**config.mk**
```make
export PLATFORM = sky130hd
export DESIGN_NAME = clk_gen_multi_flat
export DESIGN_NICKNAME = d
export VERILOG_FILES = /design/src/rtl/clk_gen_multi_if.sv /design/src/rtl/clk_gen_multi.sv /design/src/flat_wrapper.sv
export SDC_FILE = /design/constraint.sdc
export NUM_CORES = 1
export LEC_CHECK = 0
export CORE_ASPECT_RATIO = 0.75
export CORE_MARGIN = 8
export CORE_UTILIZATION = 40
export DETAILED_ROUTE_END_ITERATION = 12
export PLACE_DENSITY = 0.57
export SYNTH_ARGS = -nofsm -noshare
export SYNTH_HDL_FRONTEND = slang
export SYNTH_SLANG_ARGS = --single-unit
```
**constraint.sdc**
```tcl
create_clock -name clk -period 9.9 [get_ports clk]
set_input_delay 1.98 -clock clk [delete_from_list [all_inputs] [get_ports clk]]
set_output_delay 1.98 -clock clk [all_outputs]
set_load 0.01 [all_outputs]
```
**src/rtl/clk_gen_multi_if.sv**
```systemverilog
// clk_gen_multi_if: enable, configuration and generated-clock bundle of clk_gen_multi.
interface clk_gen_multi_if #(parameter int NUM_CH = 4, parameter int CNT_W = 16);
  localparam int CH_W = NUM_CH > 1 ? $clog2(NUM_CH) : 1;
  logic [NUM_CH-1:0] ch_en;
  logic              cfg_wr;
  logic [CH_W-1:0]   cfg_ch;
  logic [CNT_W-1:0]  cfg_period;
  logic [CNT_W-1:0]  cfg_high;
  logic [CNT_W-1:0]  cfg_phase;
  logic              cfg_ack;
  logic              cfg_err;
  logic [NUM_CH-1:0] clk_out;
  logic [NUM_CH-1:0] ch_active;
  logic [NUM_CH-1:0] sync_pulse;
  modport master (
    output ch_en, cfg_wr, cfg_ch, cfg_period, cfg_high, cfg_phase,
    input  cfg_ack, cfg_err, clk_out, ch_active, sync_pulse
  );
  modport slave (
    input  ch_en, cfg_wr, cfg_ch, cfg_period, cfg_high, cfg_phase,
    output cfg_ack, cfg_err, clk_out, ch_active, sync_pulse
  );
endinterface

```
**src/rtl/clk_gen_multi.sv**
```systemverilog
// clk_gen_multi: N-channel clock generator with run-time period/high/phase per channel,
// glitch-free start/stop, and settings that only take effect on period boundaries.
module clk_gen_multi #(
  parameter int NUM_CH     = 4,
  parameter int CNT_W      = 16,
  parameter int DEF_PERIOD = 10,
  parameter int DEF_HIGH   = 5
) (
  input logic            clk,
  input logic            rst_n,
  clk_gen_multi_if.slave bus
);
  localparam int CH_W = NUM_CH > 1 ? $clog2(NUM_CH) : 1;
  localparam logic [CNT_W-1:0] ONE = CNT_W'(1);
  typedef enum logic [1:0] {IDLE, PHASE, RUN} state_t;
  logic wr_ok, ack_q, err_q;
  assign wr_ok = bus.cfg_wr && int'(bus.cfg_ch) < NUM_CH && bus.cfg_period >= CNT_W'(2) &&
                 bus.cfg_high >= ONE && bus.cfg_high <= bus.cfg_period - ONE &&
                 bus.cfg_phase <= bus.cfg_period - ONE;
  always_ff @(posedge clk or negedge rst_n)
    if (!rst_n) begin
      ack_q <= 1'b0;
      err_q <= 1'b0;
    end else begin
      ack_q <= wr_ok;
      err_q <= bus.cfg_wr && !wr_ok;
    end
  assign bus.cfg_ack = ack_q;
  assign bus.cfg_err = err_q;
  for (genvar c = 0; c < NUM_CH; c++) begin : g_ch
    state_t           st_q, st_d;
    logic [CNT_W-1:0] cnt_q, cnt_d, per_q, hi_q, ph_q, pper_q, phi_q, pph_q, e_ph;
    logic             pv_q, apply, wr_me, clk_q, clk_d, act_q, act_d, sync_q, sync_d;
    assign wr_me = wr_ok && bus.cfg_ch == CH_W'(c);
    // An idle channel starts with its pending settings if a write is waiting.
    assign e_ph = pv_q ? pph_q : ph_q;
    always_ff @(posedge clk or negedge rst_n)
      if (!rst_n) begin
        st_q   <= IDLE;
        cnt_q  <= '0;
        per_q  <= CNT_W'(DEF_PERIOD);
        hi_q   <= CNT_W'(DEF_HIGH);
        ph_q   <= '0;
        pper_q <= '0;
        phi_q  <= '0;
        pph_q  <= '0;
        pv_q   <= 1'b0;
        clk_q  <= 1'b0;
        act_q  <= 1'b0;
        sync_q <= 1'b0;
      end else begin
        st_q   <= st_d;
        cnt_q  <= cnt_d;
        clk_q  <= clk_d;
        act_q  <= act_d;
        sync_q <= sync_d;
        if (apply) begin
          per_q <= pper_q;
          hi_q  <= phi_q;
          ph_q  <= pph_q;
        end
        if (wr_me) begin
          pper_q <= bus.cfg_period;
          phi_q  <= bus.cfg_high;
          pph_q  <= bus.cfg_phase;
        end
        pv_q <= wr_me || (pv_q && !apply);
      end
    always_comb begin
      st_d  = st_q;
      cnt_d = cnt_q + ONE;
      apply = 1'b0;
      case (st_q)
        IDLE: begin
          apply = pv_q;
          st_d  = !bus.ch_en[c] ? IDLE : (e_ph == '0 ? RUN : PHASE);
          cnt_d = e_ph == '0 ? '0 : e_ph - ONE;
        end
        PHASE: begin
          st_d  = !bus.ch_en[c] ? IDLE : (cnt_q == '0 ? RUN : PHASE);
          cnt_d = cnt_q == '0 ? '0 : cnt_q - ONE;
        end
        RUN: if (cnt_q == per_q - ONE) begin
          st_d  = bus.ch_en[c] ? RUN : IDLE;
          cnt_d = '0;
          apply = bus.ch_en[c] && pv_q;
        end
        default: st_d = IDLE;
      endcase
    end
    always_comb begin
      clk_d  = st_q == RUN && cnt_q < hi_q;
      sync_d = st_q == RUN && cnt_q == '0;
      act_d  = st_q != IDLE;
    end
    assign bus.clk_out[c]    = clk_q;
    assign bus.ch_active[c]  = act_q;
    assign bus.sync_pulse[c] = sync_q;
  end
endmodule
```
**src/flat_wrapper.sv**
```systemverilog
// flat-port wrapper written by rule: the top's interface ports become plain ports
module clk_gen_multi_flat 
#(
  parameter int NUM_CH     = 4,
  parameter int CNT_W      = 16,
  parameter int DEF_PERIOD = 10,
  parameter int DEF_HIGH   = 5
)
  (clk, rst_n, bus_ch_en, bus_cfg_wr, bus_cfg_ch, bus_cfg_period, bus_cfg_high, bus_cfg_phase, bus_cfg_ack, bus_cfg_err, bus_clk_out, bus_ch_active, bus_sync_pulse);
  clk_gen_multi_if #(.NUM_CH(NUM_CH), .CNT_W(CNT_W)) bus_i ();
  input logic clk;
  input logic rst_n;
  input wire logic [$bits(bus_i.ch_en)-1:0] bus_ch_en;
  input wire logic [$bits(bus_i.cfg_wr)-1:0] bus_cfg_wr;
  input wire logic [$bits(bus_i.cfg_ch)-1:0] bus_cfg_ch;
  input wire logic [$bits(bus_i.cfg_period)-1:0] bus_cfg_period;
  input wire logic [$bits(bus_i.cfg_high)-1:0] bus_cfg_high;
  input wire logic [$bits(bus_i.cfg_phase)-1:0] bus_cfg_phase;
  output wire logic [$bits(bus_i.cfg_ack)-1:0] bus_cfg_ack;
  output wire logic [$bits(bus_i.cfg_err)-1:0] bus_cfg_err;
  output wire logic [$bits(bus_i.clk_out)-1:0] bus_clk_out;
  output wire logic [$bits(bus_i.ch_active)-1:0] bus_ch_active;
  output wire logic [$bits(bus_i.sync_pulse)-1:0] bus_sync_pulse;
  assign bus_i.ch_en = bus_ch_en;
  assign bus_i.cfg_wr = bus_cfg_wr;
  assign bus_i.cfg_ch = bus_cfg_ch;
  assign bus_i.cfg_period = bus_cfg_period;
  assign bus_i.cfg_high = bus_cfg_high;
  assign bus_i.cfg_phase = bus_cfg_phase;
  assign bus_cfg_ack = bus_i.cfg_ack;
  assign bus_cfg_err = bus_i.cfg_err;
  assign bus_clk_out = bus_i.clk_out;
  assign bus_ch_active = bus_i.ch_active;
  assign bus_sync_pulse = bus_i.sync_pulse;
  clk_gen_multi #(.NUM_CH(NUM_CH), .CNT_W(CNT_W), .DEF_PERIOD(DEF_PERIOD), .DEF_HIGH(DEF_HIGH)) u_core (.clk(clk), .rst_n(rst_n), .bus(bus_i));
endmodule
```
After elaboration in Yosys (flattened, before gate mapping)
Index checks and enable logic that the tools add are counted.
{"block": "op_classes", "magnitude_cmp": 8, "n_eq_ne": 19, "n_reduce_logical": 51, "mux": 56, "n_addsub": 17}
{"cell": "two-way mux 16 bit", "count": 16}
{"cell": "subtractor 16 x 1 -> 16 bit, second input constant", "count": 13}
{"cell": "case mux 16 bit (3 select lines)", "count": 4}
{"cell": "zero test 16 bit", "count": 8}
{"cell": "adder 16 x 1 -> 16 bit, second input constant", "count": 4}
{"cell": "== test 16 bit", "count": 4}
{"cell": "< comparator 16 bit", "count": 4}
{"cell": "two-way mux 2 bit", "count": 24}
{"cell": "<= comparator 16 bit", "count": 2}
{"cell": "logical AND 1 bit", "count": 25}
{"cell": "case mux 2 bit (3 select lines)", "count": 4}
{"cell": ">= comparator 16 x 1 -> 1 bit, second input constant", "count": 1}
{"cell": ">= comparator 16 x 2 -> 1 bit, second input constant", "count": 1}
{"cell": "== test 2 bit, second input constant", "count": 6}
{"cell": "== test 2 x 1 -> 1 bit, second input constant", "count": 5}
{"cell": "zero test 2 bit", "count": 5}
{"cell": "!= test 2 x 1 -> 1 bit, second input constant", "count": 4}
{"cell": "case mux 1 bit (2 select lines)", "count": 4}
{"cell": "nonzero test 2 bit", "count": 4}
{"cell": "zero test 1 bit", "count": 5}
{"cell": "logical OR 1 bit", "count": 4}
{"cell": "two-way mux 1 bit", "count": 4}
{"block": "word_totals", "output_inout_bits": 14, "reg_bits": 474, "inputBits": 57}

Logic depth before layout (Yosys ltp)
Gate-level depths: netlist of run 1.
{"block": "depth", "ltp_word": 7, "ltp_mapped": 18}

Worst setup path after synthesis of run 1
Ideal clock, no wire load.
{"block": "synth_timing", "kind": "in2reg", "start": "in bus_cfg_period[2]", "end": "reg u_core.g_ch[2].phi_q[15]", "arrival_time_ns": 5.465, "path_stages": 18, "path_slack_ns": 4.310, "n_path_buf": 3, "t_required_ns": 9.775, "setup_time_ns": 0.125, "path_cell_list": "clkbuf_1 > nor3_1 > nand2b_1 > nor3_1 > nand2_1 > nor2_1 > xnor2_1 > ha_1 > a21o_1 > a21o_1 > a211o_1 > o211ai_1 > a21oi_1 > o21ai_0 > nand4_1 > buf_1 > buf_1 > mux2_2"}
{"block": "synth_between", "elab_chain_len": 6}
{"element": "start, declared", "line": "flat_wrapper.sv:16", "source": "input wire logic [$bits(bus_i.cfg_period)-1:0] bus_cfg_period;"}
{"element": "parallel branches: the longest is 4 deep, another holds subtractor 16 x 1 -> 16 bit"}
{"element": "logical AND 1 bit (*)", "line": "clk_gen_multi.sv:18", "source": "bus.cfg_high >= ONE && bus.cfg_high <= bus.cfg_period - ONE &&"}
{"element": "logical AND 1 bit (*)", "line": "clk_gen_multi.sv:34", "source": "assign wr_me = wr_ok && bus.cfg_ch == CH_W'(c);"}
{"element": "end signal, assigned", "line": "clk_gen_multi.sv:64", "source": "phi_q <= bus.cfg_high;"}
{"element": "end, declared", "line": "clk_gen_multi.sv:32", "source": "logic [CNT_W-1:0] cnt_q, cnt_d, per_q, hi_q, ph_q, pper_q, phi_q, pph_q, e_ph;"}
Every way passes the cells marked *.
A chain may end at the register's enable or synchronous reset.

Final worst setup path of run 1
{"block": "layout_timing", "start": "in bus_cfg_period[2]", "end": "reg u_core.g_ch[2].pph_q[2]"}
{"block": "layout_between", "elab_chain_len": 6}
{"element": "parallel branches: the longest is 4 deep, another holds subtractor 16 x 1 -> 16 bit"}
{"element": "logical AND 1 bit (*)", "line": "clk_gen_multi.sv:18"}
{"element": "logical AND 1 bit (*)", "line": "clk_gen_multi.sv:34"}
{"element": "end signal, assigned", "line": "clk_gen_multi.sv:65", "source": "pph_q <= bus.cfg_phase;"}
{"element": "end, declared", "line": "clk_gen_multi.sv:32"}
Marked as above.

==> results of run 1 <==
## area by class of cell
cell class	instances	area, µm²	area share (%)
inverters	111	417	1.36
flip-flops and latches	474	11900	38.8
diodes	1	2.50	0.00816
repair buffers	109	1020	3.34
well taps	892	1120	3.64
clock buffers	68	1420	4.63
multi-input cells	1824	14500	47.2
clock inverters	26	317	1.03
## report_power, final
group	switching, mW	internal, mW	leakage [nW]
logic	1.93	1.87	6.41
clock network	0.834	1.17	0.848
registers	0.988	2.71	5.84
total	3.75	5.75	13.1
## state kept, by name, summed over array words and instances, names as in the netlist
| name | cells |
|---|---|
| u_core.bus.cfg_ack | 1 |
| u_core.bus.cfg_err | 1 |
| u_core.g_ch.act_q | 4 |
| u_core.g_ch.clk_q | 4 |
| u_core.g_ch.cnt_q | 64 |
| u_core.g_ch.hi_q | 64 |
| u_core.g_ch.per_q | 64 |
| u_core.g_ch.ph_q | 64 |
| u_core.g_ch.phi_q | 64 |
| u_core.g_ch.pper_q | 64 |
| u_core.g_ch.pph_q | 64 |
| u_core.g_ch.pv_q | 4 |
| u_core.g_ch.st_q | 8 |
| u_core.g_ch.sync_q | 4 |
## worst max-delay path, cell delays in order
cell and delay, ps:
clkdlybuf4s50_1 640, nor3_1 350, nand2b_1 140, nor3_1 370
nand2_1 250, nor4_1 300, xnor2_1 150, ha_1 390
nand3_1 120, nor3_1 350, o31ai_1 130, a22o_1 260
nand4_1 110, buf_4 590, mux2_2 410
## per-layer routing
layer	track usage (%)	up-vias
li1	-	9294
met1	30.1	10100
met2	29.1	615
met3	4.14	94
met4	5.24	0
met5	0	-
## cell usage in the layout (no fill, tap or decap), types with 9 or more instances in the layout
master / Yosys / routed
a22oi_1: 9 / 9
ha_1: 114 / 114
a21o_1: 28 / 28
nand2b_1: 18 / 18
nor2_1: 118 / 118
o211ai_1: 30 / 30
clkdlybuf4s50_1: 0 / 69
a21oi_1: 75 / 75
dfstp_2: 16 / 16
mux2_2: 351 / 351
mux2_1: 20 / 20
dfrtp_1: 458 / 458
nand3_1: 55 / 54
nor2b_1: 19 / 19
o22ai_1: 22 / 22
nand4_1: 28 / 28
inv_1: 111 / 111
o21ai_0: 96 / 96
and3_1: 27 / 27
nor3b_1: 21 / 21
xor2_1: 88 / 88
clkbuf_16: 0 / 51
nor4_1: 40 / 40
buf_4: 15 / 37
or2_2: 24 / 24
nor3_1: 107 / 107
o221ai_1: 25 / 25
nand2_1: 116 / 116
clkbuf_1: 101 / 9
mux2i_1: 53 / 53
or3_1: 31 / 31
xnor2_1: 124 / 124
a22o_1: 9 / 9
or4_1: 17 / 17
a31oi_1: 14 / 14
clkinv_2: 0 / 9
mux2_4: 20 / 20
## stage by stage
stage	utilization, %	hold slack (ps)	worst slack (ps)
2_1_floorplan	-	457	4310
3_3_place_gp	42.4	468	3150
3_5_place_dp	42.4	472	3250
4_1_cts	44.9	485	3880
5_1_grt	44.9	498	3440
6_report	44.9	480	3770
## cells by family (layout without fill, tap and decap cells)
group	Yosys count	count (layout)	synth area share, %
other	0	1	0
and+or+nand+nor	664	664	12.9
AOI/OAI and AO/OA	390	390	9.48
muxes	444	444	18.2
xor gates and xnor gates	212	212	6.76
buffers and inverters	274	314	4.22
adders and majority gates	114	114	5.19
DFF	474	474	43.2
## how the worst min path moves through the flow
| stage | start | endpoint | slack [ps] | cells past startpoint |
|---|---|---|---|---|
| 5_1_grt | u_core.g_ch[3].phi_q[12] | u_core.g_ch[3].hi_q[12] | 500 | 1 |
| 6_report | u_core.g_ch[3].phi_q[12] | u_core.g_ch[3].hi_q[12] | 480 | 1 |
| 2_1_floorplan | u_core.g_ch[3].ph_q[14] | u_core.g_ch[3].ph_q[14] | 460 | 1 |
| 4_1_cts | u_core.g_ch[3].phi_q[12] | u_core.g_ch[3].hi_q[12] | 480 | 1 |
| 3_5_place_dp | u_core.g_ch[3].phi_q[12] | u_core.g_ch[3].hi_q[12] | 470 | 1 |
| 3_3_place_gp | u_core.g_ch[3].phi_q[10] | u_core.g_ch[3].hi_q[10] | 470 | 1 |
==> metrics.txt, run 1 <==
status complete, no violations; Fin Clk Skew 18.0 ps; final WL 79000 µm; share of post-route cells with drive strength above 1 21.5%; Reg clk slew, reported paths 60 ps; largest net degree at the start of global routing 190; Port Buffer Count 70; Die X 319 µm; Slew Limit Fails 0; f_max 163 MHz; final HPWL from detailed placement 54900 µm; total power 9.51 mW; CP startpoint kind input port; GPL Wtd Cong 0.907; HP Class register to register; Post-synth ARST share 100%; count leader, synth dfrtp_1; crit path capture u_core.g_ch[2].pph_q[2]; vias in the first global route 19900; post_cts resized 0; Residual DRC 0; syn nets 2743; root buffer cell clkbuf_16; required time of the critical path 10380 ps; start point of the critical path bus_cfg_period[2]; H-tree levels 2; RR Startpoint u_core.g_ch[3].per_q[0]; Netlist Area Pre-Place 0.0275 mm²; Slew HR 28.5%; die footprint 0.0774 mm²; antenna-violating nets left 0; gr ovfl total 0; Post-Place Cells 3410; max_cap viols 0; Post-synth top cells 458 x dfrtp_1, 351 x mux2_2, 124 x xnor2_1, 118 x nor2_1, 116 x nand2_1; met3 WL 5570 µm; core area 0.0682 mm²; critical path fanouts, max 49; met1 WL 38600 µm; Routed wire per std cell 22.5 µm; CTS sink cnt 474; Synth Area per Inst 10.7 µm²; R2R Path End u_core.g_ch[3].per_q[15]; biggest area consumer among synthesized cells dfrtp_1; Fin. Hold Viols 0; initial antenna violation count 11; Final min period 6130 ps; Total GRT Usage 20.1%; hold_buf cts 0; Primary FF master, synth dfrtp_1; yosys warns 0; TritonCTS clock tree yes; Starting Density 40.3%; first-pass iteration count of the detailed router 6; sequential fraction of the synthesis area 43.2%; WP data arrival 6610 ps; number of flops mapped to enable cells by yosys 0; critical path class input port to register; leak pwr 13.1 nW; Post-Route Setup TNS 0 ps; library cells used by synthesis 85; nets@finish 2742; Area contributors post-synth dfrtp_1 42%, mux2_2 14%, ha_1 5.2%; Fillers 6307; Slew @ Worst Pin 1070 ps; Die Y 243 µm; fin area 0.0307 mm²; VDD IR max 0.000156 V; drt initial violations 1775; clk_lat worst skew 610 ps; Rows 83; Mapped Cells 2572; first-pass GRT wire length 123000 µm; FF-to-FF path depth 11; non-filler cells, final 3505; post-CTS setup buffers 0; met2 wire length 33000 µm; Worst Setup End Kind register; synthesized flop and latch total 474; RSZ-0062 raised after global routing false; Max Root-Sink Buffers 3; Final Cycle Share 61.9%; setup slack, reg-to-reg 5670 ps; placed instance area 0.0289 mm²; top routing layer in use met4; routed vias 20200; Pwr Density 310 mW/mm²; total CTS buffers 51; Vias/cell 5.75; Final Setup Violations 0; Area Growth Syn to Fin 11.5%; I/O pin cnt 71; area share of the largest cell type after synthesis 41.7%
Note: power is estimated with default switching activity, not from simulation.
==> run 2: changes to the inputs <==
PLACE_DENSITY = 0.59   (was 0.57)
clock period = 5.6 ns   (was 9.9 ns; I/O delays follow)
==> run 2 against run 1 <==
Clock power increased by 74%; die area unchanged; clock-buffer cell count fell by 5; non-clock buffer count grew 25; cell area increased by 0.80%; clock skew rose by 5.7 ps; power rose by 77%; via count grew 0.82%; worst hold slack better by 13 ps; largest power group unchanged.
==> metrics.txt, run 2 (synthesis gave the netlist of run 1 again) <==
f_max 206 MHz; VDD IR max 0.000222 V; share of post-route cells with drive strength above 1 22.4%; root buffer cell clkbuf_16; Pwr Density 543 mW/mm²; H-tree levels 2; Vias/cell 5.76; Slew @ Worst Pin 1210 ps; I/O pin cnt 71; HP Class register to register; initial antenna violation count 12; Routed wire per std cell 22.7 µm; Final Cycle Share 86.9%; hold_sp u_core.g_ch[3].phi_q[10]; Final Setup Violations 0; most frequent cells in the layout 458 x dfrtp_1, 351 x mux2_2, 124 x xnor2_1; final HPWL from detailed placement 57000 µm; post-CTS setup buffers 0; Fillers 6261; WP data arrival 5330 ps; CTS sink cnt 474; gr ovfl total 0; routed vias 20300; GR Layer Usage met2 28.8%; RSZ-0062 raised after global routing false; Max Root-Sink Buffers 3; Reg clk slew, reported paths 60 ps; antenna-violating nets left 0; most common cell after layout, fill and taps aside dfrtp_1; required time of the critical path 6070 ps; GPL Wtd Cong 0.904; max_cap viols 0; busiest grt layer met1; clk_lat worst skew 600 ps; Rows 83; Area Growth Syn to Fin 12.4%; status complete, no violations; Residual DRC 0; vias in the first global route 20400; Slew HR 18.8%; post-layout util 45.3%; nets@finish 2766; Slew Limit Fails 0; Hold WS 493 ps; Final min period 4870 ps; critical path class input port to register; first-pass GRT wire length 124000 µm; RR Startpoint u_core.g_ch[3].per_q[0]; total CTS buffers 50; Port Buffer Count 70; die footprint 0.0774 mm²; GR Util met1 29.6%; Die Y 243 µm; Starting Density 40.3%; Worst Setup End Kind register; largest net degree at the start of global routing 119; Die X 319 µm; met3 usage 6.80%; leak pwr 13.2 nW; start point of the critical path bus_cfg_period[2]; Fin. Hold Viols 0; drt initial violations 1829; first-pass iteration count of the detailed router 5; post_cts resized 0; Total GRT Usage 20.3%; core area 0.0682 mm²; Post-Route Setup TNS 0 ps; final WL 80300 µm; Fin Clk Skew 23.7 ps; critical path fanouts, max 49; hold_buf cts 0; TritonCTS clock tree yes; CP startpoint kind input port
[run 2: changes by cell type in the layout (fill, tap and decap cells not counted), sizes merged, moves of 2 or more]
| cell | delta |
|---|---|
| buf | +25 |
| clkbuf | -5 |
| clkinvlp | +4 |
| clkinv | +3 |
| bufinv | -2 |
[run 2: cell type report]
| type | count | area (µm²) | area share [%] |
|---|---|---|---|
| repair buffers | 134 | 1290 | 4.16 |
| clock inverters | 30 | 289 | 0.935 |
| well taps | 892 | 1120 | 3.61 |
| diodes | 2 | 5.00 | 0.0162 |
| flip-flops and latches | 474 | 11900 | 38.5 |
| inverters | 111 | 417 | 1.35 |
| multi-input cells | 1824 | 14500 | 46.8 |
| clock buffers | 63 | 1430 | 4.64 |
[run 2: metrics by stage]
step / instance area (µm²) / instances / setup WS [ps] / total power [mW]
6_report: 30900 / 3530 / 734 / 16.8
5_1_grt: 30900 / 3528 / 489 / 18.0
4_1_cts: 30900 / 3528 / 840 / 16.8
3_5_place_dp: 29200 / 3435 / 283 / 13.3
3_3_place_gp: 29200 / 3435 / 229 / 12.9
2_1_floorplan: 27500 / 2572 / 870 / 11.2
[run 2: metal layers]
| layer | up-vias | part of all wire, % |
|---|---|---|
| met5 | - | 0.045 |
| met2 | 723 | 40 |
| met1 | 10100 | 47 |
| li1 | 9352 | - |
| met4 | 6 | 2.3 |
| met3 | 120 | 10 |
[run 2: where the power goes]
part           switching (mW)  leakage [nW]  total (mW)  internal [mW]
Combinational            3.49          6.57        6.82           3.33
Clock                    1.47         0.837        3.48           2.01
Sequential               1.70          5.84        6.49           4.80
[run 2: worst max-delay path, cell delays in order]
cell,delay (ps)
clkdlybuf4s50_1,440
nor3_1,500
nand2b_1,180
nor3_1,240
buf_4,180
nand2_1,90
nor2_1,140
xnor2_1,180
ha_1,300
a21o_1,180
a21o_1,170
a211o_1,280
o211ai_1,80
a21oi_1,90
o21ai_0,230
buf_4,190
nand4_1,140
buf_12,260
mux2_2,310
[run 2: final timing paths]
| path | cells after the start | slack, ps | endpoint |
|---|---|---|---|
| setup / recovery | 19 | 730 | u_core.g_ch[2].pph_q[6] |
| hold / removal | 1 | 490 | u_core.g_ch[3].hi_q[10] |
| setup reg to reg | 11 | 1240 | u_core.g_ch[3].ph_q[10] |
| hold reg to reg | 1 | 490 | u_core.g_ch[3].hi_q[10] |
| max in group asynchronous | 2 | 3850 | u_core.g_ch[3].cnt_q[12] |
| min in group asynchronous | 1 | 550 | u_core.g_ch[0].pper_q[3] |
==> run 3: changes to the inputs <==
CORE_UTILIZATION = 25   (was 40)
PLACE_DENSITY = 0.41   (was 0.59)
==> run 3 against run 2 <==
Clock-buffer cell count up 6; via count grew 0.30%; die area grew 56%; critical path type unchanged.
==> metrics.txt, run 3 (synthesis gave the netlist of run 1 again) <==
I/O pin cnt 71; GPL Wtd Cong 0.860; first-pass GRT wire length 135000 µm; die footprint 0.121 mm²; nets@finish 2769; Pwr Density 539 mW/mm²; root buffer cell clkbuf_16; routed vias 20400; f_max 213 MHz; core area 0.109 mm²; Max Root-Sink Buffers 3; largest net degree at the start of global routing 105; Slew Limit Fails 0; post_cts resized 0; Routed wire per std cell 22.2 µm; critical path fanouts, max 49; clk_lat worst skew 630 ps; TritonCTS clock tree yes; Area Growth Syn to Fin 15.2%; required time of the critical path 6090 ps; final WL 90800 µm; Residual DRC 0; most common cell after layout, fill and taps aside dfrtp_1; GR Util met1 23.1%; CP startpoint kind input port; gr ovfl total 0; Final Cycle Share 84.0%; HP Class input port to async pin; WP data arrival 5190 ps; H-tree levels 2; CTS sink cnt 474; Rows 105; Slew @ Worst Pin 1110 ps; share of post-route cells with drive strength above 1 22.4%; Die X 399 µm; Port Buffer Count 70; final HPWL from detailed placement 65900 µm; VDD IR max 0.000240 V; Crit path largest cell delay 730 ps; antenna-violating nets left 0; slowest CP cell clkdlybuf4s50_1; Total GRT Usage 14.7%; drt initial violations 1860; total CTS buffers 51; Reg clk slew, reported paths 60 ps; leak pwr 13.3 nW; post-CTS setup buffers 0; Starting Density 25.2%; Fin Clk Skew 32.0 ps; initial antenna violation count 22; busiest grt layer met1; status complete, no violations; vias in the first global route 20000; Vias/cell 4.98; Slew HR 25.5%; Final min period 4700 ps; FF-to-FF path depth 11; Final Setup Violations 0; critical path class input port to register; met3 usage 3.79%; most frequent cells in the layout 458 x dfrtp_1, 351 x mux2_2, 124 x xnor2_1; GR Layer Usage met2 19.9%; total power 17.0 mW; Die Y 303 µm; RSZ-0062 raised after global routing false; Fin. Hold Viols 0; hold_buf cts 0; max_cap viols 0; crit-path cells clkdlybuf4s50_1 > inv_1 > ha_1 > inv_1 > or3_1 > xor2_1 > ha_1 > a21o_1 > a21o_1 > a21oi_1 > nor3_1 > a211o_1 > o21ai_0 > buf_4 > nand4_1 > buf_12 > mux2_2; first-pass iteration count of the detailed router 5; Post-Route Setup TNS 0 ps; Worst Setup End Kind register
==> run 3: changes by cell type in the layout (fill, tap and decap cells not counted), sizes merged <==
cell	change
clkbuf	+6
clkinvlp	-1
inv	-2
buf	+2
clkinv	-4
diode	+6
bufinv	+2
==> run 3: path summary, 6_finish.rpt <==
check / startpoint / to / slack (ps)
max in group asynchronous: rst_n / u_core.g_ch[0].act_q / 3840
worst min register to register: u_core.g_ch[2].phi_q[10] / u_core.g_ch[2].hi_q[10] / 480
min in group clk: u_core.g_ch[2].phi_q[10] / u_core.g_ch[2].hi_q[10] / 480
worst max-delay path: bus_cfg_period[0] / u_core.g_ch[1].pper_q[2] / 900
worst max register to register: u_core.g_ch[3].per_q[0] / u_core.g_ch[3].per_q[5] / 1080
worst min-delay path: rst_n / u_core.g_ch[3].pph_q[8] / 460
==> run 3: area by class of cell <==
| cell class | count | area (µm²) |
|---|---|---|
| Antenna cell | 8 | 20.0 |
| Clock buffer | 69 | 1460 |
| Clock inverter | 25 | 300 |
| Fill cell | 11200 | 77500 |
| Inverter | 111 | 417 |
| Multi-Input combinational cell | 1824 | 14500 |
| Sequential cell | 474 | 11900 |
| Tap cell | 1444 | 1810 |
| Timing Repair Buffer | 136 | 1290 |
==> run 3: worst max-delay path, delay by kind of cell <==
| family | cells | cell delay (ps) |
|---|---|---|
| multiplexers | 1 | 320 |
| AND/OR/NAND/NOR | 3 | 590 |
| adder cells (fa/ha/maj) | 2 | 450 |
| XOR/XNOR | 1 | 180 |
| AO/OA/AOI/OAI | 5 | 880 |
| buffers and inverters | 5 | 1570 |
==> run 3: through the flow <==
stage	worst slack (ps)	instances	util, %	area [µm²]	hold WS (ps)
4_1_cts	1010	4083	29.0	31600	487
3_3_place_gp	317	3989	27.4	29900	470
5_1_grt	661	4083	29.0	31600	501
3_5_place_dp	382	3989	27.4	29900	477
2_1_floorplan	870	2572	-	27500	457
6_report	897	4091	29.0	31600	460
==> run 3: where the power goes <==
part | internal (mW) | leakage, nW | switching [mW]
combinational | 3.32 | 6.57 | 3.55
clock | 2.11 | 0.855 | 1.52
sequential | 4.80 | 5.84 | 1.75
total | 10.2 | 13.3 | 6.82
==> run 3: layer usage <==
layer	up-vias	routed length, µm
met5	-	41
met4	6	1630
met3	98	8040
met2	638	35300
met1	10300	45800
li1	9345	-
